===== config.mk =====
export PLATFORM = sky130hd
export DESIGN_NAME = mem_line_xfer
export DESIGN_NICKNAME = d
export VERILOG_FILES = /design/src/rtl/mem_line_pkg.sv /design/src/rtl/mem_line_buf.sv /design/src/rtl/mem_line_xfer.sv
export SDC_FILE = /design/constraint.sdc
export NUM_CORES = 1
export LEC_CHECK = 0
export CAP_MARGIN = 15
export CORE_AREA = 2 2 485 487
export DETAILED_ROUTE_END_ITERATION = 10
export DIE_AREA = 0 0 487 489
export PLACE_DENSITY_LB_ADDON = 0.12
export SLEW_MARGIN = 10
export SYNTH_ARGS = -nofsm -noshare
export SYNTH_HDL_FRONTEND = slang
export SYNTH_SLANG_ARGS = --single-unit

===== constraint.sdc =====
create_clock -name clk -period 2.9 [get_ports clk]
set_input_delay 0.87 -clock clk [delete_from_list [all_inputs] [get_ports clk]]
set_output_delay 0.87 -clock clk [all_outputs]
set_load 0.02 [all_outputs]

===== src/rtl/mem_line_pkg.sv =====
// Shared types and constants for the mem_line_xfer line-transfer controller.
package mem_line_pkg;

  localparam int WORDS_DEFAULT  = 16;
  localparam int DATA_W_DEFAULT = 32;
  localparam int LINE_BYTES     = WORDS_DEFAULT * DATA_W_DEFAULT / 8;
  localparam int OFFSET_BITS    = $clog2(LINE_BYTES);

  typedef enum logic [1:0] {
    NOP   = 2'b00,
    READ  = 2'b01,
    RSVD  = 2'b10,
    WRITE = 2'b11
  } mem_op_t;

  typedef enum logic [2:0] {
    IDLE,
    R_REQ,
    R_WAIT,
    R_STREAM,
    W_ARM,
    W_FILL,
    W_REQ,
    DONE
  } xfer_state_t;

  // Byte-offset bits below a line boundary for a given geometry.
  function automatic int offset_bits(input int words, input int data_w);
    return $clog2(words * data_w / 8);
  endfunction

endpackage


===== src/rtl/mem_line_buf.sv =====
// Line buffer: WORDS x DATA_W storage with parallel line load, indexed word
// write/read and a flattened line view (word i at bits [i*DATA_W +: DATA_W]).
module mem_line_buf
  import mem_line_pkg::*;
#(
  parameter int WORDS  = WORDS_DEFAULT,
  parameter int DATA_W = DATA_W_DEFAULT,
  parameter int IDX_W  = $clog2(WORDS)
) (
  input  logic                    clk,
  input  logic                    rst,
  input  logic                    load_i,
  input  logic [WORDS*DATA_W-1:0] line_i,
  input  logic                    we_i,
  input  logic [IDX_W-1:0]        idx_i,
  input  logic [DATA_W-1:0]       wdata_i,
  output logic [DATA_W-1:0]       rdata_o,
  output logic [WORDS*DATA_W-1:0] line_o
);

  logic [WORDS-1:0][DATA_W-1:0] line_q, line_d;

  always_comb begin
    line_d = line_q;
    if (load_i) begin
      line_d = line_i;
    end else if (we_i) begin
      line_d[idx_i] = wdata_i;
    end
  end

  always_ff @(posedge clk) begin
    if (rst) begin
      line_q <= '0;
    end else begin
      line_q <= line_d;
    end
  end

  assign rdata_o = line_q[idx_i];
  assign line_o  = line_q;

endmodule


===== src/rtl/mem_line_xfer.sv =====
// Line-transfer controller between the cpu word bus and a line-wide memory port.
// Optional memory watchdog enabled by defining MEM_LINE_XFER_TIMEOUT_EN.
module mem_line_xfer
  import mem_line_pkg::*;
#(
  parameter int WORDS          = WORDS_DEFAULT,
  parameter int DATA_W         = DATA_W_DEFAULT,
  parameter int ADDR_W         = 64,
  parameter int TIMEOUT_CYCLES = 1024
) (
  input  logic                    clk,
  input  logic                    rst,
  input  logic [1:0]              op,
  input  logic [ADDR_W-1:0]       io_address,
  input  logic [DATA_W-1:0]       common_data_bus_out,
  output logic [DATA_W-1:0]       common_data_bus_in,
  output logic                    rd_valid,
  output logic                    tx_done,
  output logic                    mem_req_valid,
  input  logic                    mem_req_ready,
  output logic                    mem_req_we,
  output logic [ADDR_W-1:0]       mem_req_addr,
  output logic [WORDS*DATA_W-1:0] mem_wdata,
  input  logic                    mem_rvalid,
  input  logic [WORDS*DATA_W-1:0] mem_rdata,
  output logic                    xfer_err
);

  localparam int CNT_W = $clog2(WORDS);
  localparam int OFF   = offset_bits(WORDS, DATA_W);
  localparam logic [CNT_W-1:0] LAST = CNT_W'(WORDS - 1);

  xfer_state_t       state_q, state_d;
  logic [CNT_W-1:0]  cnt_q, cnt_d;
  logic [ADDR_W-1:0] addr_q, addr_d;
  logic              buf_load, buf_we;
  logic [DATA_W-1:0] buf_rdata;
  logic              timed_out;

  mem_line_buf #(
    .WORDS  (WORDS),
    .DATA_W (DATA_W),
    .IDX_W  (CNT_W)
  ) u_buf (
    .clk     (clk),
    .rst     (rst),
    .load_i  (buf_load),
    .line_i  (mem_rdata),
    .we_i    (buf_we),
    .idx_i   (cnt_q),
    .wdata_i (common_data_bus_out),
    .rdata_o (buf_rdata),
    .line_o  (mem_wdata)
  );

`ifdef MEM_LINE_XFER_TIMEOUT_EN
  localparam int TMR_W = $clog2(TIMEOUT_CYCLES + 1);
  logic [TMR_W-1:0] tmr_q;
  logic             tmr_run;

  assign tmr_run   = (state_q == R_REQ) || (state_q == R_WAIT) || (state_q == W_REQ);
  assign timed_out = tmr_run && (tmr_q == TMR_W'(TIMEOUT_CYCLES - 1));

  always_ff @(posedge clk) begin
    if (rst || (state_d != state_q) || !tmr_run) begin
      tmr_q <= '0;
    end else begin
      tmr_q <= tmr_q + 1'b1;
    end
  end
`else
  assign timed_out = 1'b0;
`endif

  always_comb begin
    state_d       = state_q;
    cnt_d         = cnt_q;
    addr_d        = addr_q;
    buf_load      = 1'b0;
    buf_we        = 1'b0;
    rd_valid      = 1'b0;
    tx_done       = 1'b0;
    mem_req_valid = 1'b0;
    mem_req_we    = 1'b0;
    xfer_err      = 1'b0;

    unique case (state_q)
      IDLE: begin
        cnt_d = '0;
        if (mem_op_t'(op) == READ || mem_op_t'(op) == WRITE) begin
          addr_d           = io_address;
          addr_d[OFF-1:0]  = '0;
          state_d          = (mem_op_t'(op) == READ) ? R_REQ : W_ARM;
        end
      end
      R_REQ: begin
        mem_req_valid = 1'b1;
        if (mem_req_ready) state_d = R_WAIT;
      end
      R_WAIT: begin
        if (mem_rvalid) begin
          buf_load = 1'b1;
          cnt_d    = '0;
          state_d  = R_STREAM;
        end
      end
      R_STREAM: begin
        rd_valid = 1'b1;
        cnt_d    = cnt_q + 1'b1;
        if (cnt_q == LAST) begin
          tx_done = 1'b1;
          state_d = IDLE;
        end
      end
      W_ARM: state_d = W_FILL;
      W_FILL: begin
        buf_we = 1'b1;
        cnt_d  = cnt_q + 1'b1;
        if (cnt_q == LAST) state_d = W_REQ;
      end
      W_REQ: begin
        mem_req_valid = 1'b1;
        mem_req_we    = 1'b1;
        if (mem_req_ready) state_d = DONE;
      end
      DONE: begin
        tx_done = 1'b1;
        state_d = IDLE;
      end
      default: state_d = IDLE;
    endcase

    // Watchdog expiry overrides the request/wait handshake of the current cycle.
    if (timed_out) begin
      mem_req_valid = 1'b0;
      mem_req_we    = 1'b0;
      buf_load      = 1'b0;
      tx_done       = 1'b1;
      xfer_err      = 1'b1;
      state_d       = IDLE;
    end
  end

  always_ff @(posedge clk) begin
    if (rst) begin
      state_q <= IDLE;
      cnt_q   <= '0;
      addr_q  <= '0;
    end else begin
      state_q <= state_d;
      cnt_q   <= cnt_d;
      addr_q  <= addr_d;
    end
  end

  assign mem_req_addr       = addr_q;
  assign common_data_bus_in = rd_valid ? buf_rdata : '0;

endmodule


# Word level (Yosys, flattened, before mapping)
# Index checks and enable logic that the tools add are counted.
# Widths: inputs -> output; s select.
[word_totals]
regBits = 577
in_bits = 614
out_inout_bits = 613
wordCells = 74
[classes]
n_addsub = 1
order_cmp = 2
n_eq_ne = 16
muxes = 26
reduce_logical = 10
[ops]
columns = ["operator", "count"]
rows = [
  ["$mux 512", 2],
  ["$bwmux 512", 1],
  ["$bmux 32 s4", 1],
  ["$demux 32 s4", 1],
  ["$mux 32", 3],
  ["$pmux 3 s8", 1],
  ["$mux 3", 7],
  ["$eq 3x3->1 const B", 4],
  ["$ne 2x2->1 const B", 6],
  ["$pmux 4 s3", 1],
  ["$mux 1", 7],
  ["$eq 3x2->1 const B", 2],
  ["$reduce_and 6->1", 1],
  ["$lt 4x5->1 const B", 1],
  ["$add 4x1->4 const B", 1],
  ["$eq 4x4->1 const B", 1],
  ["$ge 4x1->1 const B", 1],
  ["$mux 4", 1],
  ["$reduce_and 2->1", 2],
  ["$reduce_or 2->1", 2],
  ["$eq 3x1->1 const B", 1],
  ["$logic_not 3->1", 1],
  ["$reduce_bool 3->1", 1],
  ["$eq 2x1->1 const B", 1],
  ["5 further kinds", 5],
]

# Logic depth before layout (Yosys ltp)
[depth]
ltp_word = 7
ltp_mapped = 11
depth_no_buf = 6

# Modules after synthesis
# A second synthesis with hierarchy kept.
[hier_totals]
cells_unflattened = 3240
area_unflattened_um2 = 31221.2
[by_module_without_submodules]
columns = ["mod", "instances", "cells_per_inst", "area_each_um2", "seq_area_each_um2"]
rows = [
  ["mem_line_buf", 1, 2883, 28496.1, 10249.8],
  ["mem_line_xfer", 1, 357, 2725.1, 1301.2],
]

# Worst setup path before layout
# OpenSTA, ideal clock, no wires.
[synth_path]
path_kind = "flip-flop to output port"
start = "reg cnt_q[1]"
end = "out common_data_bus_in[0]"
t_arrival_ns = 1.744
required_ns = 2.030
path_slack_ns = 0.286
path_stages_with_launch = 7
n_path_buf = 3
path_cell_list = "dfxtp_1 > buf_2 > buf_2 > buf_1 > mux4_2 > a22oi_1 > o21ai_0"
[synth_between]
elab_chain_cells = 3
[synth_rtl]
columns = ["item", "line_no", "rtl"]
rows = [
  ["start, declared", "mem_line_xfer.sv:34", "logic [CNT_W-1:0] cnt_q, cnt_d;"],
  ["start signal, assigned", "mem_line_xfer.sv:151", "cnt_q <= cnt_d;"],
  ["$bmux 32 s4", "mem_line_buf.sv:40", "assign rdata_o = line_q[idx_i];"],
  ["$mux 32 (not written as such)", "mem_line_buf.sv:40", ""],
  ["$mux 32", "mem_line_xfer.sv:157", "assign common_data_bus_in = rd_valid ? buf_rdata : '0;"],
  ["end, declared", "mem_line_xfer.sv:16", "output logic [DATA_W-1:0] common_data_bus_in,"],
]
# Every way passes these cells. The select of a mux whose other input is x is not followed.

# Worst setup path in the final report
[layout_path]
start = "reg cnt_q[0]"
end = "out common_data_bus_in[8]"
# The elaborated chain is that of the path after synthesis.

==> results.txt <==
The top achievable clock speed is 0.2756 GHz. The final reports fail on setup timing. After detailed routing, the number of remaining DRC violations is 0. The core region area came out at 233600 um^2. For this configuration, the core starts out at a cell density of 0.1260.

Clock tree synthesis found a total of 577 sinks. The relative slew slack is 0.5297. The overall via count from detail_route is 36270.

The gate count after technology mapping is 3810. The number of nets in the final layout is 5714. The share of the cycle needed by the critical path after routing came out at 1.251. The number of antenna violations at the first check in global routing is 55.

The TritonCTS clock tree is built. The floorplan step set the die height to 489 um. The summed instance area of the synthesized netlist came out at 29440 um^2. The worst setup path is captured at an output port. The main flop type after synthesis is sky130_fd_sc_hd__dfxtp_1. Once placement finished, the instance area stood at 47610 um^2. The hold violation count in the final report was 0. The average wire length per cell after detail routing came out at 31.26 um. The flow ran to the end, but the final reports show violations. The overall overflow remaining after global route came out at 0. The global router's overall resource usage is 0.2073. Using the TritonRoute via totals, the vias-per-cell ratio works out to 4.400. The design area is 51340 um^2. The layout cell share with drive strength beyond 1 came out at 0.1497. The min-delay analysis places its worst path in the category reg2reg. The floorplan has 178 rows.

In the post-synthesis netlist, the cell with the most instances is sky130_fd_sc_hd__dfxtp_1. The starting DRC count in detailed routing is 2630. Of the synthesized area, sequential elements account for 0.3924. The total wire length after detailed routing is 257700 um. The fraction of registers with async set or reset after synthesis is 0. The power per standard cell area came out at 708.0 nW/um^2. The internal power summed over all cells came out at 21.82 mW. The clock-pin slew of the registers on the worst-case setup and hold paths is 0.06 ns. At the pin with the least slew margin, the transition time is 0.7083 ns. In this run, synthesis produced a sequential element count of 577.

The proportion of power drawn by flip-flops and latches is 0.303. The final critical-path required period came out at 3.629 ns. The share of total power dissipated in combinational logic is 0.400. The distinct cell type count of the synthesized netlist came out at 44. Leaving out filler cells and counting taps, the final layout contains 8243.

The number of synthesized flops with an enable pin came out at 0. The switching power share of the total came out at 0.3997. The worst setup path is launched from a register. 1227 I/O pins were placed.

Of all cell types, the one taking the most synthesized area is sky130_fd_sc_hd__dfxtp_1. The portion of synthesized cell area occupied by the leading cell type came out at 0.3924. The arrival time reported for the critical path endpoint is 2.76 ns.

By area the synthesized netlist is led by sky130_fd_sc_hd__dfxtp_1 39%, sky130_fd_sc_hd__nand2_1 7.0%, sky130_fd_sc_hd__a311oi_1 7.0%. Each instance of the synthesized netlist takes up on average 7.727 um^2. The critical path in this run is classified as reg2out. The via count of the first global-routing pass came out at 37020. The maximum level of the CTS H-tree came out at 3. Setup repair after global routing could not meet its margin everywhere. The number of clock buffers inserted by TritonCTS is 87. The number of slew-limit violations in the final report is 0. The total net switching power came out at 14.53 mW.

Across all setup checks in the final design, the least slack found is -0.7288 ns. The cell chosen for the clock root is sky130_fd_sc_hd__clkbuf_16. The die area came out at 238100 um^2.

In this run, placement finished with an instance count of 8031. The cell leakage power came out at 17.31 nW. The clock power share came out at 0.297.

The Yosys warning count came out at 0. The count of nets left with antenna violations once routing finished came out at 0. Relative to the synthesized area, the layout overhead comes to 74.39%. The last weighted congestion value of the routability-driven placer came out at 0.8557.

Sorting the synthesized cells by how often they occur yields 577 x sky130_fd_sc_hd__dfxtp_1, 552 x sky130_fd_sc_hd__nand2_1, 517 x sky130_fd_sc_hd__nor2_1. Setup violations remaining at the end of the flow were counted as 33. The pin count of the biggest net entering global routing is 78. The worst hold margin is 0.4551 ns. The setup clock skew after layout came out at 0.03391 ns. The count of buffers added on input and output ports is 1213. The first TritonRoute pass finished after 8 iterations. The peak supply drop is 467.1 uV. The worst-skew pair later-pin latency came out at 0.71 ns.

The post-DP HPWL came out at 200700 um. The wire length of the first global-routing pass came out at 340200 um. Across the run, the number of max-cap violations was 0. The horizontal die dimension came out at 487 um. The maximum fanout count along the critical path is 6. The required time at the worst-slack endpoint is 2.03 ns. No sink is reached through more buffers than the 3 on the longest clock path.
path summary, 6_finish.rpt:
kind | start | end | slack, ns | cells after the start
min | mem_req_addr[18] | mem_req_addr[18] | 0.46 | 2
max | cnt_q[0] | common_data_bus_in[8] | -0.73 | 9
max reg2reg | cnt_q[0] | u_buf.line_o[491] | 0.20 | 11
min reg2reg | mem_req_addr[18] | mem_req_addr[18] | 0.46 | 2
critical path: stages, from the launching register on:
cell and delay [ns]:
sky130_fd_sc_hd__dfxtp_4 0.36, sky130_fd_sc_hd__buf_12 0.13, sky130_fd_sc_hd__buf_12 0.16, sky130_fd_sc_hd__buf_16 0.15, sky130_fd_sc_hd__buf_12 0.11, sky130_fd_sc_hd__mux4_2 0.54, sky130_fd_sc_hd__a22oi_2 0.17, sky130_fd_sc_hd__buf_4 0.15
sky130_fd_sc_hd__o21ai_1 0.08, sky130_fd_sc_hd__buf_4 0.17
power by group through the flow:
stage | clock network [mW] | logic (mW) | registers [mW]
finish | 10.8 | 14.5 | 11.0
global route | 11.4 | 15.6 | 11.2
CTS | 11.2 | 14.8 | 11.0
detailed placement | 0 | 14.4 | 11.2
global placement | 0 | 14.4 | 11.2
floorplan | 0 | 4.65 | 12.2
area by class of cell:
cell class	instances	area, um^2
antenna	27	67.56
clock buffer	136	2564
clock inverter	18	215.2
fill	25900	182300
inverter	7	26.28
multi-input combinational	2794	16510
sequential	577	11560
tap	3060	3829
timing repair buffer	1624	16580
state kept, by name, summed over array words and instances (netlist names):
name,cells
mem_req_addr,58
u_buf.line_o,512
cnt_q,4
state_q,3
cells by family after synthesis:
group	share of synthesized area
DFF	0.3924
other	0.0001274
AOI/OAI and AO/OA	0.2174
muxes	0.09337
and+or+nand+nor	0.2252
buffers and inverters	0.06766
adders and majority gates	0.003825
through the flow:
stage / power [mW] / worst slack (ns) / setup TNS (ns) / util
floorplan: 16.81 / 0.2862 / 0 / -
global placement: 25.63 / -0.8207 / -14.33 / 0.2038
detailed placement: 25.59 / -0.8074 / -14.20 / 0.2038
CTS: 36.98 / -0.8977 / -25.46 / 0.2189
global route: 38.13 / -0.8401 / -24.50 / 0.2196
finish: 36.35 / -0.7288 / -20.75 / 0.2198
metal layers:
layer	routed length (um)	vias to the layer above	part of all wire	GRT usage
li1	-	16300	-	-
met2	128000	1427	0.50	0.3639
met3	19720	284	0.077	0.06019
met4	8101	34	0.031	0.06909
met5	202	-	0.00078	0
met1	101700	18230	0.39	0.2395
repair_timing:
| action | 4_1_cts | 5_1_grt |
|---|---|---|
| hold buffers | 0 | 0 |
| buffers inserted | 21 | 16 |
| hold endpoints to repair | 0 | 0 |
| pin swaps | 35 | 15 |
| endpoints found under the setup margin | 87 | 40 |
| resized for setup | 258 | 29 |
| cloned | 2 | 0 |
placed cells by master (no fill, tap or decap), drive strengths merged, types with 6 or more instances in the layout:
cell and count:
mux2i 128, o21ai 323, clkdlybuf4s50 1124, ha 9, nand2 552, a22oi 97, clkbuf 136, nand3 226
dfxtp 577, nor2 518, diode 27, a21oi 320, dlygate4sd2 36, dlymetal6s2s 6, conb 7, nor3 259
a311oi 256, buf 457, clkinv 11, inv 10, mux4 64
Power figures use the tool's default switching activity.
